===== config.mk =====
export PLATFORM = sky130hd
export DESIGN_NAME = seg_scan_driver
export DESIGN_NICKNAME = d
export VERILOG_FILES = /design/src/rtl/seg_pkg.sv /design/src/rtl/seg_glyph_decode.sv /design/src/rtl/seg_scan_driver.sv
export SDC_FILE = /design/constraint.sdc
export NUM_CORES = 1
export LEC_CHECK = 0
export BUFFER_PORTS_ARGS = -buffer_cell sky130_fd_sc_hd__buf_2
export CELL_PAD_IN_SITES_DETAIL_PLACEMENT = 1
export CELL_PAD_IN_SITES_GLOBAL_PLACEMENT = 1
export CORE_UTILIZATION = 47
export CTS_CLUSTER_SIZE = 14
export DETAILED_ROUTE_END_ITERATION = 8
export HOLD_SLACK_MARGIN = 0.05
export PLACE_DENSITY = 0.88
export SLEW_MARGIN = 30
export SYNTH_ARGS = -nofsm -noshare
export SYNTH_HDL_FRONTEND = slang
export SYNTH_HIERARCHICAL = 1
export SYNTH_SLANG_ARGS = --single-unit

===== constraint.sdc =====
create_clock -name clk_in -period 6.6 [get_ports clk_in]
set_input_delay 0.99 -clock clk_in [delete_from_list [all_inputs] [get_ports clk_in]]
set_output_delay 0.99 -clock clk_in [all_outputs]
set_load 0.01 [all_outputs]

===== src/rtl/seg_pkg.sv =====
// Shared types and constants for the seven-segment scan driver.
// Segment vectors are active-low: bit0..6 = a..g, bit7 = DP.
package seg_pkg;

  typedef logic [7:0] seg_t;

  localparam seg_t SEG_BLANK = 8'hFF;
  localparam seg_t SEG_DASH  = 8'hBF;   // g only, used for values 10..15

  localparam int MAX_DIGITS = 8;

  // Glyph table, entry = BCD value; bit7 is left high and replaced by ~dp.
  localparam logic [15:0][7:0] SEG_TABLE = {
    SEG_DASH, SEG_DASH, SEG_DASH, SEG_DASH, SEG_DASH, SEG_DASH,  // F..A
    8'h90,   // 9: abcdfg
    8'h80,   // 8: abcdefg
    8'hF8,   // 7: abc
    8'h82,   // 6: acdefg
    8'h92,   // 5: acdfg
    8'h99,   // 4: bcfg
    8'hB0,   // 3: abcdg
    8'hA4,   // 2: abdeg
    8'hF9,   // 1: bc
    8'hC0    // 0: abcdef
  };

  // One display frame, always held at full 8-digit width; unused digits stay disabled.
  typedef struct packed {
    logic [MAX_DIGITS-1:0][3:0] val;
    logic [MAX_DIGITS-1:0]      dp;
    logic [MAX_DIGITS-1:0]      en;
  } frame_t;

  // Effective enables with leading zeros dark. Walking down from the top digit,
  // zeros stay dark until a lit non-zero digit or a decimal point is met;
  // digit 0 is never touched.
  function automatic logic [MAX_DIGITS-1:0] lz_blank_en(input frame_t f);
    logic [MAX_DIGITS-1:0] en;
    logic                  hold;
    en   = f.en;
    hold = 1'b0;
    for (int i = MAX_DIGITS - 1; i >= 1; i--) begin
      if (f.dp[i] || (f.en[i] && (f.val[i] != 4'd0))) hold = 1'b1;
      if (!hold && (f.val[i] == 4'd0)) en[i] = 1'b0;
    end
    return en;
  endfunction

endpackage


===== src/rtl/seg_glyph_decode.sv =====
// Combinational BCD + decimal point to active-low segment pattern.
module seg_glyph_decode
  import seg_pkg::*;
(
  input  logic [3:0] value,
  input  logic       dp,
  output seg_t       seg
);

  // table lookup for a..g, DP cathode driven separately
  always_comb begin
    seg = {~dp, SEG_TABLE[value][6:0]};
  end

endmodule


===== src/rtl/seg_scan_driver.sv =====
// Time-multiplexed driver for an 8-digit common-anode seven-segment display.
// A prescaler sets each digit's dwell window; the first BLANK_CYCLES of every
// window are dark to stop ghosting. New frames are staged on load and only
// swapped into the displayed frame at a frame boundary so a scan never tears.
// Optional: define SEG_LEADING_ZERO_BLANK_EN to darken leading zeros at capture.
module seg_scan_driver
  import seg_pkg::*;
#(
  parameter int CLK_HZ       = 100000000,
  parameter int SCAN_HZ      = 1000,
  parameter int NUM_DIGITS   = 8,
  parameter int BLANK_CYCLES = 16
) (
  input  logic                    clk_in,
  input  logic                    reset,
  input  logic [4*NUM_DIGITS-1:0] digits_in,
  input  logic [NUM_DIGITS-1:0]   dp_in,
  input  logic [NUM_DIGITS-1:0]   en_in,
  input  logic                    load,
  output logic                    load_ack,
  output logic                    busy,
  output logic [7:0]              AN,
  output seg_t                    SEG
);

  localparam int SCAN_DIV = CLK_HZ / SCAN_HZ;
  localparam int CNT_W    = (SCAN_DIV > 1) ? $clog2(SCAN_DIV) : 1;

  localparam logic [CNT_W-1:0] SCAN_LAST = CNT_W'(SCAN_DIV - 1);
  localparam logic [CNT_W-1:0] BLANK_LIM = CNT_W'(BLANK_CYCLES);
  localparam logic [2:0]       IDX_LAST  = 3'(NUM_DIGITS - 1);

  logic [CNT_W-1:0] cnt;
  logic [2:0]       idx;
  logic             frame_end;
  frame_t           in_frame, staged, disp;
  logic [7:0]       an_nxt;
  seg_t             seg_nxt, glyph;

  // Inputs widened to a full 8-digit frame; missing digits read as disabled.
  always_comb begin
    in_frame.val = 32'(digits_in);
    in_frame.dp  = 8'(dp_in);
    in_frame.en  = 8'(en_in);
  end

  assign frame_end = (cnt == SCAN_LAST) && (idx == IDX_LAST);

  // prescaler and digit index
  always_ff @(posedge clk_in) begin
    if (reset) begin
      cnt <= '0;
      idx <= '0;
    end else if (cnt == SCAN_LAST) begin
      cnt <= '0;
      idx <= (idx == IDX_LAST) ? 3'd0 : idx + 3'd1;
    end else begin
      cnt <= cnt + 1'b1;
    end
  end

  // staging, frame swap and load handshake; a load in the boundary cycle
  // itself re-arms busy and waits for the following boundary
  always_ff @(posedge clk_in) begin
    if (reset) begin
      staged   <= '0;
      disp     <= '0;
      busy     <= 1'b0;
      load_ack <= 1'b0;
    end else begin
      load_ack <= frame_end && busy;
      if (frame_end && busy) begin
        disp <= staged;
`ifdef SEG_LEADING_ZERO_BLANK_EN
        disp.en <= lz_blank_en(staged);
`endif
      end
      if (load) begin
        staged <= in_frame;
        busy   <= 1'b1;
      end else if (frame_end) begin
        busy   <= 1'b0;
      end
    end
  end

  seg_glyph_decode u_glyph (
    .value (disp.val[idx]),
    .dp    (disp.dp[idx]),
    .seg   (glyph)
  );

  // next anode/cathode pattern for the current window position
  always_comb begin
    an_nxt  = 8'hFF;
    seg_nxt = SEG_BLANK;
    if ((cnt >= BLANK_LIM) && disp.en[idx]) begin
      an_nxt[idx] = 1'b0;
      seg_nxt     = glyph;
    end
  end

  // registered pin drivers
  always_ff @(posedge clk_in) begin
    if (reset) begin
      AN  <= 8'hFF;
      SEG <= SEG_BLANK;
    end else begin
      AN  <= an_nxt;
      SEG <= seg_nxt;
    end
  end

endmodule


==> results of run 1 <==
[logic make-up (layout without fill, tap and decap cells)]
kind of cell / count (synthesis) / in the layout / synth area share, %
buffers and inverters: 78 / 124 / 6.42
xor gates and xnor gates: 13 / 13 / 1.98
muxes: 62 / 62 / 11.7
DFF: 134 / 134 / 46.7
and+or+nand+nor: 207 / 207 / 18.6
adders and majority gates: 9 / 9 / 1.96
AOI/OAI and AO/OA: 135 / 135 / 12.6
[cell usage after synthesis (all sizes together) (9+ instances only)]
cell and number:
xnor2 10, dfxtp 134, nand3 13, o21ai 52, ha 9, mux2i 56
inv 18, clkbuf 38, buf 22, a21oi 65, nor2 74, nand2 23
nand4 55
[worst max-delay path, cell delays in order (launching register included)]
cell,delay [ns]
dfxtp_1,0.84
inv_1,0.48
nand3_1,0.21
a31oi_1,0.12
or2_2,0.40
ha_1,0.23
mux2i_1,0.20
a21oi_1,0.13
a21oi_1,0.18
nand2_1,0.10
[final cells by class]
class,instances,area [µm²]
Clock inverter,7,139
Fill cell,1382,5250
Multi-Input combinational cell,426,2720
Clock buffer,24,522
Timing Repair Buffer,75,397
Inverter,18,67.6
Tap cell,147,184
Sequential cell,134,2680
[per-stage QoR]
step / utilization [%] / worst slack (ns)
finish: 56.1 / 3.58
global placement: 50.5 / 3.87
floorplan: - / 4.15
detailed placement: 50.5 / 3.62
CTS: 56.0 / 3.48
global route: 56.1 / 3.34
[state kept, by name, summed over array words and instances, names as in the netlist]
signal    flops
disp         48
staged       48
cnt          17
AN            8
SEG           8
idx           3
busy          1
load_ack      1
[report_power, final]
part / internal, mW / switching [mW] / total, mW
clock: 0.700 / 0.343 / 1.04
sequential: 0.829 / 0.0132 / 0.842
combinational: 0.0319 / 0.0388 / 0.0707
[cells in the final DEF, fill, tap and decap left out, drive strengths merged, types with 3 or more instances in the layout]
cell type | Yosys | layout
nor4 | 6 | 6
nand2 | 23 | 23
or4 | 7 | 7
a221oi | 4 | 4
bufinv | 0 | 4
nand4 | 55 | 55
buf | 22 | 75
clkbuf | 38 | 24
dfxtp | 134 | 134
mux2i | 56 | 56
nor2b | 3 | 3
xnor2 | 10 | 10
a21oi | 65 | 65
or3 | 3 | 3
nand3 | 13 | 13
mux4 | 4 | 4
nor3 | 7 | 7
o21ai | 52 | 52
xor2 | 3 | 3
inv | 18 | 18
ha | 9 | 9
a31oi | 4 | 4
nor2 | 74 | 74
clkinv | 0 | 3
[per-layer routing]
metal	track usage (%)	vias to the layer above	routed length, µm
li1	-	2338	-
met1	31.2	2402	6870
met2	46.7	127	8180
met3	6.10	40	632
met4	14.0	0	459
met5	0	-	0
[how the worst max path moves through the flow]
| stage | from | end | slack, ns | depth (start not counted) |
|---|---|---|---|---|
| 2_1_floorplan | idx[0] | SEG[3] | 4.15 | 12 |
| 3_3_place_gp | reset | AN[3] | 3.87 | 5 |
| 3_5_place_dp | idx[0] | SEG[0] | 3.62 | 8 |
| 4_1_cts | idx[0] | SEG[0] | 3.48 | 8 |
| 5_1_grt | idx[2] | SEG[0] | 3.34 | 9 |
| 6_report | idx[2] | SEG[0] | 3.58 | 9 |
==> PnR_summary.wiki, run 1 <==
{| class="wikitable"
! Metric !! Value
|-
| Final worst-path cycle share || 45.8%
|-
| VDD IR-drop max || 0.000165 V
|-
| Final std cell area, no fill || 6710 µm²
|-
| CTS tree || built
|-
| Min Hold Slack || 0.482 ns
|-
| Worst reg2reg setup slack || 3.58 ns
|-
| Destination of the worst register-to-register timing path || SEG[0]
|-
| Resized cells post-CTS || 0
|-
| Number of setup violations in the final report || 0
|-
| Detail-routed via count per cell || 5.90
|-
| DR WL/cell || 19.4 µm
|-
| Number of antenna-violating nets in the routed design || 0
|-
| Fin Setup TNS || 0 ns
|-
| Largest fanout of any net on the critical path || 23
|-
| Die ar. || 12700 µm²
|-
| Launch instance of the worst min-delay path || staged[26]
|-
| Vias in the first global route || 5094
|-
| Most common flop cell mapped by yosys || dfxtp_1
|-
| First drt pass iteration count || 5
|-
| Number of distinct library cells after synthesis || 50
|-
| Starting density of the core || 48.0%
|-
| RSZ-0062 raised after global routing || false
|-
| Portion of synthesized cell area occupied by the leading cell type || 46.7%
|-
| Max H-tree Level || 4
|-
| Syn_nets || 698
|-
| Number of max-cap violations || 0
|-
| Main area contributors after synthesis || dfxtp_1 (47%), mux2i_1 (9.8%), nand4_1 (6.0%)
|-
| Total clock buffers created by CTS || 17
|-
| Normalized max-slew margin || 39.8%
|-
| Sequential area share after synthesis || 46.7%
|-
| Share of synthesized registers carrying an async set or reset || 0%
|-
| Critical path class || flip-flop to flip-flop
|-
| # nets final || 732
|-
| Post-synth design cell area || 5750 µm²
|-
| Setup clock skew after layout || 0.0105 ns
|-
| Fraction of layout cells with a size suffix above 1 || 17.5%
|-
| Global-route usage over all layers || 27.0%
|-
| Die width || 113 µm
|-
| Crit path arrival time || 3.32 ns
|-
| Worst hold path stage count || 2
|-
| Pwr Density || 291 nW/µm²
|-
| Library cell used as clock root buffer || clkbuf_16
|-
| Post-synth top area cell || dfxtp_1
|-
| Wire length of the first global-routing pass || 26200 µm
|-
| Lkg Pwr || 2.57 nW
|-
| Synth Register Bits || 134
|-
| Largest net degree at the start of global routing || 104
|-
| Die span in y || 113 µm
|-
| Endpoint required time on the critical path || 6.89 ns
|-
| First-iteration detailed-routing DRC count || 313
|-
| Number of top-level pins || 69
|-
| Number of buffers added for setup after CTS || 0
|-
| Number of rows created at floorplan || 40
|-
| Buffers from clock root to sink, at most || 2
|-
| Hpwl dp || 10000 µm
|-
| Remaining design rule violation count || 0
|-
| Worst r2r src || idx[2]
|-
| Worst Max-Slew Pin Slew || 0.902 ns
|-
| Antenna violations before repair || 0
|-
| Non-Filler Instances || 831
|-
| Critical Path Sink Type || flip-flop
|-
| Clock slew at reported path FFs || 0.05 ns
|-
| Total number of vias || 4907
|-
| RD Place Congestion || 0.879
|-
| Shortest clock period the worst path allows after layout || 3.02 ns
|-
| Buffers added on ports || 68
|-
| # hold bufs at CTS || 0
|-
| Core Box Area || 12000 µm²
|-
| Class of the worst hold path || flip-flop to flip-flop
|-
| Leftover overflow at the end of global routing || 0
|-
| Count of flip-flops with a built-in enable after synthesis || 0
|-
| Cells on worst reg2reg path || 9
|-
| Placed cell areas || 6040 µm²
|-
| CTS Sinks || 134
|-
| Post-Synthesis Mean Instance Area || 9.01 µm²
|-
| Maximum operating frequency || 331 MHz
|-
| Area added between synthesis and finish || 16.7%
|-
| Total detailed-routing wirelength || 16100 µm
|-
| Cell count after synthesis || 638
|-
| Type of element launching the critical path || flip-flop
|-
| Antenna Diode Count || 0
|-
| Number of max-slew violations in the final report || 0
|-
| Outcome || finished clean
|-
| Endpoint with the worst hold slack || disp[26]
|-
| Clock latency reported for the late side of the worst-skew pair || 0.43 ns
|-
| Post-route total power || 1.96 mW
|-
| Ys Warns || 6
|-
| Cell count after placement || 800
|-
| Final hold viol count || 0
|}
No activity file was read; power rests on OpenSTA's default activity.
==> run 2, diff against run 1 <==
- CORE_UTILIZATION: 47 -> 40
- PLACE_DENSITY: 0.88 -> 0.8
- clock period: 6.6 -> 2.5 ns (I/O delays scaled with it)
==> run 2 against run 1 <==
Compared with the run above:
- register-to-register slack worse by 3.4 ns
- sequential cell count stayed put
- worst hold slack worse by 0.29 ns
- via count shrank 0.47%
- sequential power increased to 2.6 times the previous value
- cell count up 5.4%
- highest routed layer unchanged
==> PnR_summary.wiki, run 2 (synthesized netlist as in run 1, its figures left out) <==
{| class="wikitable"
! Metric !! Value
|-
| Hpwl dp || 10100 µm
|-
| Outcome || finished clean
|-
| Type of element launching the critical path || flip-flop
|-
| Antenna Diode Count || 0
|-
| First drt pass iteration count || 4
|-
| Largest fanout of any net on the critical path || 11
|-
| Buffers added on ports || 68
|-
| Clock latency reported for the late side of the worst-skew pair || 0.42 ns
|-
| Lkg Pwr || 2.57 nW
|-
| Launch instance of the worst min-delay path || dp_in[7]
|-
| Total clock buffers created by CTS || 17
|-
| Final hold viol count || 0
|-
| Global-route usage over all layers || 22.3%
|-
| Number of buffers added for setup after CTS || 0
|-
| Resized cells post-CTS || 0
|-
| Post-route total power || 4.82 mW
|-
| Total number of vias || 4884
|-
| Library cell used as clock root buffer || clkbuf_16
|-
| Final worst-path cycle share || 93.7%
|-
| Critical Path Sink Type || flip-flop
|-
| Number of fill cells || 1609
|-
| Number of setup violations in the final report || 0
|-
| Crit path from || idx[0]
|-
| # nets final || 743
|-
| Core Box Area || 13900 µm²
|-
| Worst Max-Slew Pin Slew || 0.606 ns
|-
| Clock slew at reported path FFs || 0.06 ns
|-
| Detail-routed via count per cell || 5.58
|-
| Antenna violations before repair || 0
|-
| Leftover overflow at the end of global routing || 0
|-
| Endpoint required time on the critical path || 2.80 ns
|-
| RSZ-0062 raised after global routing || false
|-
| Die span in y || 122 µm
|-
| VDD IR-drop max || 0.000432 V
|-
| Buffers from clock root to sink, at most || 2
|-
| Number of rows created at floorplan || 43
|-
| Critical path class || flip-flop to flip-flop
|-
| Largest net degree at the start of global routing || 60
|-
| Total detailed-routing wirelength || 15500 µm
|-
| Class of the worst hold path || input port to flip-flop
|-
| CTS tree || built
|-
| Setup clock skew after layout || 0.00623 ns
|-
| Die ar. || 14800 µm²
|-
| Maximum operating frequency || 427 MHz
|-
| Max H-tree Level || 4
|-
| Number of max-cap violations || 0
|-
| Remaining design rule violation count || 0
|-
| Pwr Density || 713 nW/µm²
|-
| Shortest clock period the worst path allows after layout || 2.34 ns
|-
| Number of max-slew violations in the final report || 0
|-
| Fraction of layout cells with a size suffix above 1 || 18.8%
|-
| Starting density of the core || 41.2%
|-
| Registers with the highest flip-flop counts || disp x48, staged x48, cnt x17
|-
| Area added between synthesis and finish || 17.6%
|-
| Number of top-level pins || 69
|-
| Die width || 122 µm
|-
| Worst hold path stage count || 3
|-
| Crit path arrival time || 2.64 ns
|-
| Normalized max-slew margin || 59.6%
|-
| Most common library cell in the layout ignoring fill and taps || dfxtp_1
|-
| CTS Sinks || 134
|-
| First-iteration detailed-routing DRC count || 290
|-
| Most frequent cells in the layout || dfxtp_1 (134), nor2_1 (74), buf_2 (68)
|-
| Fin Setup TNS || 0 ns
|-
| Number of antenna-violating nets in the routed design || 0
|-
| Vias in the first global route || 5038
|-
| Cells on worst reg2reg path || 11
|-
| DR WL/cell || 17.7 µm
|-
| RD Place Congestion || 0.833
|-
| Wire length of the first global-routing pass || 25500 µm
|-
| # hold bufs at CTS || 0
|-
| Worst r2r src || idx[0]
|}
[run 2: changes by cell type in the layout (fill, tap and decap cells not counted), moves of 3 or more]
cell | before | now
buf_4 | 6 | 17
bufinv_16 | 4 | 1
clkbuf_8 | 7 | 4
clkinvlp_4 | 0 | 5
[run 2: worst paths after layout]
| kind | endpoint | slack (ns) |
|---|---|---|
| setup / recovery | SEG[3] | 0.16 |
| hold / removal | staged[15] | 0.19 |
| setup reg to reg | SEG[3] | 0.16 |
| hold reg to reg | disp[18] | 0.48 |
[run 2: power by group]
group / internal [mW] / switching [mW] / leakage [nW]
clock network: 1.47 / 0.940 / 0.273
registers: 2.19 / 0.0349 / 1.09
logic: 0.0857 / 0.100 / 1.21
total: 3.74 / 1.08 / 2.57
[run 2: metal layers]
layer / track usage, % / vias up / share of wire (%)
met5: 0 / - / 0
met2: 37.4 / 114 / 48
met3: 5.43 / 24 / 4.3
met4: 8.95 / 0 / 2.2
li1: - / 2361 / -
met1: 27.4 / 2385 / 45
[run 2: area by class of cell]
type	count	area [µm²]	area share (%)
clock buffer	21	480	7.11
clock inverter	11	100	1.48
inverter	18	67.6	1.00
multi-input combinational	426	2720	40.2
sequential	134	2680	39.7
tap	180	225	3.33
timing repair buffer	86	488	7.22
[run 2: per-stage QoR]
step / instances / cell area [µm²] / setup slack [ns] / hold WS [ns] / util [%]
global placement: 844 / 6170 / 0.277 / 0.453 / 44.3
CTS: 876 / 6750 / 0.0183 / 0.180 / 48.5
detailed placement: 844 / 6170 / 0.116 / 0.470 / 44.3
global route: 876 / 6760 / 0.00278 / 0.191 / 48.5
finish: 876 / 6760 / 0.156 / 0.189 / 48.5
floorplan: 638 / 5750 / 0.0504 / 0.441 / -
[run 2: critical path, cell delays in order (launching register included)]
cell	delay [ns]
dfxtp_1	0.53
buf_4	0.22
nor2b_1	0.20
a221oi_1	0.10
a31oi_1	0.16
or2_2	0.17
inv_1	0.08
ha_1	0.32
and3b_1	0.18
a21oi_1	0.04
a21oi_1	0.13
nand2_1	0.08
